## config.mk

```make
export PLATFORM = sky130hd
export DESIGN_NAME = display_scan_ctrl
export DESIGN_NICKNAME = d
export VERILOG_FILES = /design/src/rtl/display_scan_ctrl_pkg.sv /design/src/rtl/display_scan_ctrl_scan_timer.sv /design/src/rtl/display_scan_ctrl.sv
export SDC_FILE = /design/constraint.sdc
export NUM_CORES = 1
export LEC_CHECK = 0
export ABC_AREA = 1
export CORE_MARGIN = 2
export CORE_UTILIZATION = 60
export CTS_BUF_LIST = sky130_fd_sc_hd__clkbuf_4 sky130_fd_sc_hd__clkbuf_8 sky130_fd_sc_hd__clkbuf_16
export CTS_CLUSTER_SIZE = 24
export DETAILED_ROUTE_END_ITERATION = 16
export GPL_ROUTABILITY_DRIVEN = 0
export GPL_TIMING_DRIVEN = 0
export PLACE_DENSITY = 0.85
export SLEW_MARGIN = 20
export SYNTH_ARGS = -nofsm -noshare
export SYNTH_HDL_FRONTEND = slang
export SYNTH_SLANG_ARGS = --single-unit
```

## constraint.sdc

```tcl
create_clock -name clock -period 6 [get_ports clock]
set_input_delay 0.6 -clock clock [delete_from_list [all_inputs] [get_ports clock]]
set_output_delay 0.6 -clock clock [all_outputs]
set_load 0.05 [all_outputs]
```

## src/rtl/display_scan_ctrl_pkg.sv

```systemverilog
// ============================================================================
//  display_scan_ctrl_pkg
//  Shared types and constants for the seven-segment scan scheduler.
//  Revision: 1.0
// ============================================================================
`default_nettype none

package display_scan_ctrl_pkg;

    localparam int NIBBLE_W = 4;
    localparam logic [31:0] ANODE_OFF = 32'hFFFF_FFFF;

    typedef enum logic [1:0] {
        ST_IDLE  = 2'd0,
        ST_BLANK = 2'd1,
        ST_SHOW  = 2'd2
    } scan_state_t;

    // Bits needed to hold value-1; never less than one bit.
    function automatic int clog2(input int value);
        int result;
        result = 1;
        for (int i = 1; i < 31; i++) begin
            if ((1 << i) < value) begin
                result = i + 1;
            end
        end
        return result;
    endfunction

endpackage

`default_nettype wire

```

## src/rtl/display_scan_ctrl_scan_timer.sv

```systemverilog
// ============================================================================
//  display_scan_ctrl_scan_timer
//  Phase down-counter: loaded with (phase length - 1), flags the last cycle.
//  Revision: 1.0
// ============================================================================
`default_nettype none

module display_scan_ctrl_scan_timer #(
    parameter int CNT_W = 17
) (
    input  logic             clk,
    input  logic             rst,
    input  logic             i_clear,
    input  logic             i_load,
    input  logic [CNT_W-1:0] i_load_val,
    output logic             o_phase_end
);

    logic [CNT_W-1:0] r_count;

    always_ff @(posedge clk) begin
        if (rst || i_clear) begin
            r_count <= '0;
        end else if (i_load) begin
            r_count <= i_load_val;
        end else if (r_count != '0) begin
            r_count <= r_count - 1'b1;
        end
    end

    assign o_phase_end = (r_count == '0);

endmodule

`default_nettype wire

```

## src/rtl/display_scan_ctrl.sv

```systemverilog
// ============================================================================
//  display_scan_ctrl
//  Multiplexed 7-seg scan scheduler with blanking dead time, double-buffered
//  digit data committed at frame boundaries, and leading-zero suppression.
//  Revision: 1.0
// ============================================================================
`default_nettype none

module display_scan_ctrl
    import display_scan_ctrl_pkg::*;
#(
    parameter int NUM_DIGITS   = 8,
    parameter int DWELL_CYCLES = 100000,
    parameter int BLANK_CYCLES = 1000
) (
    input  logic                           clock,
    input  logic                           reset,
    input  logic                           enable,
    input  logic [NIBBLE_W*NUM_DIGITS-1:0] digits_in,
    input  logic                           load,
    input  logic [NUM_DIGITS-1:0]          digit_mask,
    input  logic                           lz_suppress,
    output logic [NUM_DIGITS-1:0]          an,
    output logic [NIBBLE_W-1:0]            bcd_out,
    output logic                           blank,
    output logic                           frame_done,
    output logic                           load_ack
);

    localparam int c_DATA_W  = NIBBLE_W * NUM_DIGITS;
    localparam int c_IDX_W   = clog2(NUM_DIGITS);
    localparam int c_MAX_CYC = (DWELL_CYCLES > BLANK_CYCLES) ? DWELL_CYCLES : BLANK_CYCLES;
    localparam int c_CNT_W   = clog2(c_MAX_CYC);

    localparam logic [c_CNT_W-1:0]    c_DWELL_LOAD = c_CNT_W'(DWELL_CYCLES - 1);
    localparam logic [c_CNT_W-1:0]    c_BLANK_LOAD = c_CNT_W'((BLANK_CYCLES > 0) ? BLANK_CYCLES - 1 : 0);
    localparam logic [c_IDX_W-1:0]    c_LAST_IDX   = c_IDX_W'(NUM_DIGITS - 1);
    localparam logic [NUM_DIGITS-1:0] c_AN_OFF     = ANODE_OFF[NUM_DIGITS-1:0];
    // With no dead time every slot starts directly in SHOW.
    localparam scan_state_t           c_SLOT_START = (BLANK_CYCLES > 0) ? ST_BLANK : ST_SHOW;

    scan_state_t             r_state, w_state_nxt;
    logic [c_IDX_W-1:0]      r_index, w_index_nxt;
    logic [c_DATA_W-1:0]     r_active, r_pend, w_active_nxt;
    logic                    r_pend_valid;
    logic                    w_wrap, w_commit, w_phase_end, w_timer_load, w_above_zero;
    logic [c_CNT_W-1:0]      w_timer_val;
    logic [NUM_DIGITS-1:0]   w_visible, w_an_nxt;
    logic [NIBBLE_W-1:0]     w_bcd_nxt;
    logic                    w_blank_nxt;
    logic [NUM_DIGITS-1:0]   r_an;
    logic [NIBBLE_W-1:0]     r_bcd;
    logic                    r_blank, r_frame_done, r_load_ack;

    display_scan_ctrl_scan_timer #(
        .CNT_W (c_CNT_W)
    ) u_timer (
        .clk         (clock),
        .rst         (reset),
        .i_clear     (!enable),
        .i_load      (w_timer_load),
        .i_load_val  (w_timer_val),
        .o_phase_end (w_phase_end)
    );

    always_ff @(posedge clock) begin
        if (reset) begin
            r_state <= ST_IDLE;
            r_index <= '0;
        end else begin
            r_state <= w_state_nxt;
            r_index <= w_index_nxt;
        end
    end

    always_comb begin
        w_state_nxt = r_state;
        w_index_nxt = r_index;
        w_wrap      = 1'b0;
        if (!enable) begin
            w_state_nxt = ST_IDLE;
            w_index_nxt = '0;
        end else begin
            case (r_state)
                ST_IDLE: begin
                    w_state_nxt = c_SLOT_START;
                    w_index_nxt = '0;
                end
                ST_BLANK: begin
                    if (w_phase_end) begin
                        w_state_nxt = ST_SHOW;
                    end
                end
                ST_SHOW: begin
                    if (w_phase_end) begin
                        w_state_nxt = c_SLOT_START;
                        if (r_index == c_LAST_IDX) begin
                            w_index_nxt = '0;
                            w_wrap      = 1'b1;
                        end else begin
                            w_index_nxt = r_index + 1'b1;
                        end
                    end
                end
                default: w_state_nxt = ST_IDLE;
            endcase
        end
    end

    assign w_timer_load = (w_state_nxt != ST_IDLE) && ((r_state == ST_IDLE) || w_phase_end);
    assign w_timer_val  = (w_state_nxt == ST_SHOW) ? c_DWELL_LOAD : c_BLANK_LOAD;

    // A load landing on the commit cycle bypasses the pending buffer.
    assign w_commit     = ((r_state == ST_IDLE) || w_wrap) && (r_pend_valid || load);
    assign w_active_nxt = w_commit ? (load ? digits_in : r_pend) : r_active;

    always_ff @(posedge clock) begin
        if (reset) begin
            r_active     <= '0;
            r_pend       <= '0;
            r_pend_valid <= 1'b0;
        end else begin
            r_active <= w_active_nxt;
            if (w_commit) begin
                r_pend_valid <= 1'b0;
            end else if (load) begin
                r_pend       <= digits_in;
                r_pend_valid <= 1'b1;
            end
        end
    end

    // Scan from the top digit down; w_above_zero tracks "no used nonzero digit above".
    always_comb begin
        w_above_zero = 1'b1;
        w_visible    = '0;
        for (int i = NUM_DIGITS - 1; i >= 0; i--) begin
            w_visible[i] = digit_mask[i] &&
                           !(lz_suppress && (i != 0) && w_above_zero &&
                             (w_active_nxt[i*NIBBLE_W +: NIBBLE_W] == '0));
            if (digit_mask[i] && (w_active_nxt[i*NIBBLE_W +: NIBBLE_W] != '0)) begin
                w_above_zero = 1'b0;
            end
        end
    end

    always_comb begin
        w_an_nxt    = c_AN_OFF;
        w_bcd_nxt   = '0;
        w_blank_nxt = 1'b1;
        if ((w_state_nxt == ST_SHOW) && w_visible[w_index_nxt]) begin
            w_an_nxt[w_index_nxt] = 1'b0;
            w_bcd_nxt             = w_active_nxt[w_index_nxt*NIBBLE_W +: NIBBLE_W];
            w_blank_nxt           = 1'b0;
        end
    end

    always_ff @(posedge clock) begin
        if (reset) begin
            r_an         <= c_AN_OFF;
            r_bcd        <= '0;
            r_blank      <= 1'b1;
            r_frame_done <= 1'b0;
            r_load_ack   <= 1'b0;
        end else begin
            r_an         <= w_an_nxt;
            r_bcd        <= w_bcd_nxt;
            r_blank      <= w_blank_nxt;
            r_frame_done <= w_wrap;
            r_load_ack   <= w_commit;
        end
    end

    assign an         = r_an;
    assign bcd_out    = r_bcd;
    assign blank      = r_blank;
    assign frame_done = r_frame_done;
    assign load_ack   = r_load_ack;

endmodule

`default_nettype wire

```

==> reports/metrics.csv, run 1 <==
stage,metric,value,unit
setup_path,WP depth,19,
floorplanning,row count,32,
timing,Tcrit/Tclk final,0.4970,
layout,"Area growth, synth to finish",19.15,%
layout,ANT cells,0,
layout,"Core Util, Final",0.7383,
global_routing,largest net degree at the start of global routing,16,
layout,layout filler cell count,592,
cts,Post-CTS Resized,0,
logic_synthesis,Cell variety after synth,41,
timing,pins over their slew limit,0,
setup_path,reg2reg start,u_timer.r_count[0],
cts,clk sinks,102,
setup_path,crit-path leading delay family,simple AND/OR/NAND/NOR gates,
floorplanning,I/O pin count,60,
cts,CTS root buffer,clkbuf_8,
logic_synthesis,Yosys warning total,0,
setup_path,Crit. End Element,flip-flop,
global_routing,antenna violations before repair,0,
detailed_routing,Vias per Instance,5.427,
setup_path,startpoint class of the critical path,input port,
min_path,Hold Crit Depth,2,
min_path,Hold Path Class,flip-flop to flip-flop,
cts,Worst-path clk slew,0.09,ns
floorplanning,die width,93.34,um
layout,"most common cell after layout, fill and taps aside",nand2_1,
logic_synthesis,Main synth FF type,dfxtp_1,
run,max_cap viols,0,
setup_path,"critical path, cell by cell","clkdlybuf4s50_1, nand2_1, nor2_1, nand3_2, nand2_4, nand2_4, inv_2, buf_4, nand2_1, o21ai_0, nand4_1, a21oi_1, nand2_1, nand2_1, nand2_2, nand3_4, nor2_8, nand2_8, nor2_2",
timing,fmax,335.4,MHz
floorplanning,Core Box Area,0.007727,mm2
logic_synthesis,Mapped Area,0.004788,mm2
setup_path,worst-path maximum fanout,10,
power,Tot Pwr,2.616,mW
timing,final setup margin,3.018,ns
setup_path,buffers and inverters on the worst path,3,
placed_design,DP HPWL,8551,um
placed_design,IO Port Bufs,58,
min_path,worst hold start,r_pend[0],
logic_synthesis,Post-synth EDFFs,0,
cts,Max Buffers Root-to-Sink,2,
timing,Hold Worst Slack,0.4684,ns
cts,CTS tree,yes,
logic_synthesis,"Seq/Total Area, Yosys",0.4264,
timing,final setup vio count,0,
logic_synthesis,"FF+latch count, synth",102,
power,highest ir drop seen on vdd,0.3926,mV
logic_synthesis,syn nets,686,
detailed_routing,initial DRC count,335,
detailed_routing,Routed Antenna Nets,0,
global_routing,vias in the first global route,4212,
detailed_routing,DR vias,4412,
timing,RSZ-0062 raised after global routing,no,
setup_path,Crit-path slowest cell,clkdlybuf4s50_1,
cts,CTS Buf Count,9,
timing,Setup TNS Final,0,ns
floorplanning,die area,0.008711,mm2
power,P_leak,2.450,nW
timing,Tmin final,2.982,ns
timing,worst clock skew,0.008889,ns
floorplanning,die height,93.34,um
cts,Skew-Pair Late Insertion Delay,0.36,ns
timing,Final Hold Vio Count,0,
detailed_routing,DRC Markers,0,
setup_path,R2R depth,16,
power,pwr/cell area,458.6,mW/mm2
detailed_routing,Routed WL,11220,um
global_routing,Tot GR Track Use,0.2737,
floorplanning,Starting Density,0.6197,
layout,Layout Nets,755,
setup_path,Crit path top cell by count,nand2_1,
detailed_routing,drt wl/cell,13.80,um
status,outcome,finished clean,
timing,Slew HR,0.6141,
logic_synthesis,"Avg Cell Area, Syn",7.517,um2
global_routing,remaining global-route overflow,0,
setup_path,Worst Setup SP,enable,
setup_path,worst path arrival time,3.24,ns
setup_path,Setup CP Type,input port to flip-flop,
timing,Least-Margin Pin Slew,0.5767,ns
cts,postcts setup bufs,0,
cts,hold buffers post-CTS,0,
detailed_routing,first-pass iteration count of the detailed router,6,
setup_path,max incr delay on CP,0.59,ns
cts,H-tree depth,3,
placed_design,pre-CTS setup slack,2.674,ns
layout,"commonest cells after routing, fill and taps aside","133 x nand2_1, 102 x dfxtp_1, 80 x nor2_1, 78 x o21ai_0, 58 x clkdlybuf4s50_1",
layout,share of layout cells above drive strength 1,0.1013,
global_routing,first-pass GRT wire length,18980,um
logic_synthesis,Synth async-reset ratio,0,
logic_synthesis,Post-Synthesis Cells,637,
setup_path,Worst EP required,6.25,ns
-- power by group --
group          internal, mW  total, mW  switching [mW]
combinational         0.428       1.26           0.829
sequential            0.829      0.912          0.0838
clock                 0.225      0.447           0.222
total                  1.48       2.62            1.14
-- cells in the mapped netlist, types with 2 or more instances --
master	number	area, um2
a211oi_1	3	22.52
a21oi_1	36	180.2
a31oi_1	2	12.51
buf_2	5	25.02
buf_4	4	30.03
buf_6	4	45.04
clkbuf_1	12	45.04
dfxtp_1	102	2042
ha_1	4	50.05
inv_1	52	195.2
inv_2	2	7.510
mux2i_1	23	230.2
nand2_1	133	499.2
nand2_2	6	37.54
nand2_4	2	22.52
nand3_1	14	70.07
nand3_2	2	20.02
nand3b_1	7	52.55
nand4_1	7	43.79
nor2_1	80	300.3
nor2_2	8	50.05
nor2_4	2	22.52
nor3_1	3	15.01
nor4_1	4	25.02
o21a_1	2	15.01
o21ai_0	78	390.4
o21ai_1	7	35.03
o21ai_2	4	35.03
or2_2	10	62.56
xnor2_1	4	35.03
xor2_1	5	43.79
-- layer usage --
layer  share of wire  track usage  vias up
met3           0.051      0.03868       27
met1            0.43       0.3533     2016
li1                -            -     2207
met5               0            0        -
met4           0.026       0.1152        0
met2            0.49       0.4586      162
-- cell type report --
type	instances	area (um2)	share of cell area
plain buffers	25	145.1	0.02544
flip-flops and latches	102	2042	0.3579
inverters	55	207.7	0.03640
repair buffers	58	580.6	0.1018
multi-input cells	455	2394	0.4195
clock inverters	3	42.54	0.007456
well taps	102	127.6	0.02237
clock buffers	13	166.4	0.02917
-- worst reg2reg max path, stage by stage (launching register included) --
cell and delay, ns:
dfxtp_1 0.33, inv_1 0.13, ha_1 0.17, inv_1 0.05, nor2_1 0.08, nand2_1 0.09
nor2_4 0.10, nand2_1 0.20, nor2_2 0.21, o21ai_0 0.15, nor3_4 0.26, inv_1 0.15
buf_6 0.16, o21ai_0 0.18, o21ai_0 0.12, a221oi_1 0.34, nor2_2 0.07
-- kinds of logic after synthesis --
kind of cell / after synthesis / share of synthesized area
XOR/XNOR: 9 / 0.01646
AND/OR/NAND/NOR: 282 / 0.2704
flip-flops: 102 / 0.4264
buffers and inverters: 80 / 0.07369
AO/OA/AOI/OAI: 137 / 0.1544
adder cells (fa/ha/maj): 4 / 0.01045
multiplexers: 23 / 0.04808
-- sequential cells by signal (all words and copies together) (netlist names) --
signal / flops
r_active: 32
r_pend: 32
u_timer.r_count: 17
an: 8
bcd_out: 4
r_index: 3
r_state: 2
blank: 1
frame_done: 1
load_ack: 1
r_pend_valid: 1
-- per-stage QoR --
step                      cells  area (um2)
after floorplan             637        4788
after global placement      797        5497
after detailed placement    797        5497
after CTS                   813        5705
after global routing        813        5705
final                       813        5705
-- worst paths after layout --
check	slack, ns	end
worst min register to register	0.47	r_pend[0]
worst max register to register	3.11	bcd_out[1]
worst max-delay path	3.02	bcd_out[2]
worst min-delay path	0.47	r_pend[0]
No activity file was read; power rests on OpenSTA's default activity.
==> inputs of run 2 (changes only) <==
--- a/config.mk
+++ b/config.mk
@@ -7,13 +7,13 @@
 export LEC_CHECK = 0
 export ABC_AREA = 1
 export CORE_MARGIN = 2
-export CORE_UTILIZATION = 60
+export CORE_UTILIZATION = 50
 export CTS_BUF_LIST = sky130_fd_sc_hd__clkbuf_4 sky130_fd_sc_hd__clkbuf_8 sky130_fd_sc_hd__clkbuf_16
 export CTS_CLUSTER_SIZE = 24
 export DETAILED_ROUTE_END_ITERATION = 16
 export GPL_ROUTABILITY_DRIVEN = 0
 export GPL_TIMING_DRIVEN = 0
-export PLACE_DENSITY = 0.85
+export PLACE_DENSITY = 0.76
 export SLEW_MARGIN = 20
 export SYNTH_ARGS = -nofsm -noshare
 export SYNTH_HDL_FRONTEND = slang
==> constraint.sdc (replaced) <==
create_clock -name clock -period 2.65 [get_ports clock]
set_input_delay 0.265 -clock clock [delete_from_list [all_inputs] [get_ports clock]]
set_output_delay 0.265 -clock clock [all_outputs]
set_load 0.05 [all_outputs]
==> reports/metrics.csv, run 2 (same netlist as run 1, synthesis figures left out) <==
stage,metric,value,unit,change
status,outcome,finished clean,,
global_routing,Tot GR Track Use,0.2292,,-0.04447
cts,Max Buffers Root-to-Sink,2,,unchanged
power,Clk pwr share,0.157,,-0.014
setup_path,worst reg2reg endpoint,bcd_out[2],,
setup_path,reg2reg start,r_index[0],,
layout,share of layout cells above drive strength 1,0.1943,,+0.09299
detailed_routing,initial DRC count,185,,-45%
layout,fin area,0.006226,mm2,+9.1%
run,max_cap viols,0,,unchanged
floorplanning,Starting Density,0.5158,,-0.1039
setup_path,Setup CP Type,flip-flop to flip-flop,,
power,Comb power frac,0.523,,+0.043
timing,worst clock skew,0.01055,ns,+0.001659 ns
layout,"most common cell after layout, fill and taps aside",nand2_1,,
layout,Layout Nets,775,,+2.6%
timing,Tmin final,2.643,ns,
placed_design,DP HPWL,8455,um,-1.1%
cts,Skew-Pair Late Insertion Delay,0.36,ns,about the same
power,cell-internal power,3.697,mW,+150%
setup_path,max incr delay on CP,0.36,ns,-0.23 ns
setup_path,Worst setup endpoint,bcd_out[2],,
floorplanning,I/O pin count,60,,unchanged
global_routing,remaining global-route overflow,0,,unchanged
power,Tot Pwr,6.494,mW,+150%
floorplanning,die height,101.9,um,+9.1%
setup_path,"critical path, cell by cell","ha_1, ha_1, nand2_1, nor2_2, nand3_4, nand2_8, nand2_8, buf_6, o21ai_1, nor2_1, nand2_1, nand2_1, nand2_2, nor2_2, nand2_1, nand2_1, nand2_2, nand3_4, nor2_8, nand2_8, nor2_2",,
floorplanning,Core Box Area,0.009284,mm2,+20%
global_routing,vias in the first global route,4181,,-0.74%
timing,final setup vio count,0,,unchanged
detailed_routing,drt wl/cell,13.82,um,+0.20%
power,highest ir drop seen on vdd,0.9653,mV,+150%
cts,CTS tree,yes,,
layout,biggest regs,"r_active (32), r_pend (32), u_timer.r_count (17)",,
placed_design,IO Port Bufs,58,,unchanged
setup_path,R2R Setup Slk,0.007,ns,-3.10 ns
power,pwr/cell area,1043,mW/mm2,+130%
setup_path,Crit-path slowest cell,dfxtp_2,,
detailed_routing,Vias per Instance,5.224,,-3.7%
layout,layout filler cell count,769,,+30%
global_routing,first-pass GRT wire length,18910,um,-0.33%
detailed_routing,first-pass iteration count of the detailed router,5,,-1
timing,Tcrit/Tclk final,0.9975,,
timing,Least-Margin Pin Slew,0.5891,ns,+0.01248 ns
timing,RSZ-0062 raised after global routing,yes,,
layout,"commonest cells after routing, fill and taps aside","122 x nand2_1, 98 x dfxtp_1, 71 x nor2_1, 65 x o21ai_0, 58 x clkdlybuf4s50_1",,
placed_design,pre-CTS setup slack,-0.2995,ns,-2.973 ns
setup_path,startpoint class of the critical path,flip-flop,,
timing,fmax,378.3,MHz,
cts,CTS Buf Count,9,,unchanged
setup_path,Worst Setup SP,r_index[0],,
cts,CTS root buffer,clkbuf_8,,
layout,multi-input logic area,0.002646,mm2,+11%
layout,ANT cells,0,,unchanged
timing,Final Hold Vio Count,0,,unchanged
setup_path,worst-path maximum fanout,10,,unchanged
detailed_routing,Routed Antenna Nets,0,,unchanged
detailed_routing,DRC Markers,0,,unchanged
setup_path,Crit. End Element,flip-flop,,
min_path,Hold Path Class,input port to flip-flop,,
floorplanning,die area,0.01038,mm2,+19%
cts,Worst-path clk slew,0.09,ns,about the same
cts,hold buffers post-CTS,0,,unchanged
power,share of power burned in registers,0.319,,-0.030
power,sw frac,0.4307,,-0.003163
global_routing,largest net degree at the start of global routing,16,,unchanged
cts,H-tree depth,3,,unchanged
setup_path,Crit path top cell by count,nand2_1,,
layout,register area,0.002047,mm2,+0.24%
cts,clk sinks,102,,unchanged
layout,"Area growth, synth to finish",30.02,%,
timing,Slew HR,0.6072,,-0.006902
timing,final setup margin,0.006715,ns,-3.012 ns
power,P_leak,2.603,nW,+6.3%
detailed_routing,DR vias,4493,,+1.8%
floorplanning,row count,35,,+9.4%
placed_design,post-placement cell area,0.005530,mm2,+0.61%
setup_path,Worst EP required,2.95,ns,-3.30 ns
floorplanning,die width,101.9,um,+9.1%
timing,pins over their slew limit,0,,unchanged
setup_path,R2R depth,21,,+5
global_routing,antenna violations before repair,0,,unchanged
detailed_routing,Routed WL,11890,um,+6.0%
power,sw power,2.797,mW,+150%
setup_path,worst path arrival time,2.95,ns,-0.29 ns
## run 2: how the worst min path moves through the flow
stage                          start    endpoint  slack [ns]  depth (start not counted)
after floorplan                reset  r_index[0]        0.37                          1
after global routing            load  r_pend[30]        0.43                          3
after detailed placement   r_pend[7]   r_pend[7]        0.44                          2
final                           load  r_pend[29]        0.36                          3
after global placement    r_pend[23]  r_pend[23]        0.44                          2
after CTS                       load  r_pend[31]        0.35                          3
## run 2: metrics by stage
stage / setup TNS [ns] / hold slack, ns / util / cells
floorplan: 0 / 0.3719 / - / 637
global placement: -2.944 / 0.4357 / 0.5957 / 824
detailed placement: -4.948 / 0.4444 / 0.5957 / 824
CTS: 0 / 0.3505 / 0.6503 / 853
global route: -2.195 / 0.4332 / 0.6706 / 860
finish: 0 / 0.3628 / 0.6706 / 860
## run 2: repair_timing
action | in CTS | in global routing
cloned | 2 | 1
gates resized for setup | 53 | 39
pin swaps | 18 | 19
setup buffers | 11 | 6
endpoints found under the setup margin | 16 | 56
## run 2: worst max-delay path: cells and delay by family, from the launching register on
kind	cells	cell delay, ns
AND/OR/NAND/NOR	17	1.61
AO/OA/AOI/OAI	1	0.16
flip-flops	1	0.36
buffers and inverters	1	0.17
adder cells (fa/ha/maj)	2	0.30
## run 2: power by group through the flow
stage	combinational, mW	sequential (mW)	clock, mW
global placement	2.69	2.08	0
detailed placement	2.76	2.09	0
global route	3.75	2.11	1.09
finish	3.40	2.07	1.02
CTS	3.13	2.07	1.04
floorplan	2.11	2.10	0
## run 2: layout make-up
class / instances / area share
plain buffers: 25 / 0.02793
repair buffers: 77 / 0.1228
clock inverters: 3 / 0.006833
well taps: 129 / 0.02592
flip-flops and latches: 102 / 0.3288
multi-input cells: 456 / 0.4250
inverters: 55 / 0.03597
clock buffers: 13 / 0.02673
## run 2: layer usage
metal | global-route usage | part of all wire | wire length (um)
met1 | 0.2835 | 0.43 | 5148
met2 | 0.4003 | 0.50 | 5895
met3 | 0.04309 | 0.052 | 617
met4 | 0.08103 | 0.019 | 226
met5 | 0 | 0 | 0
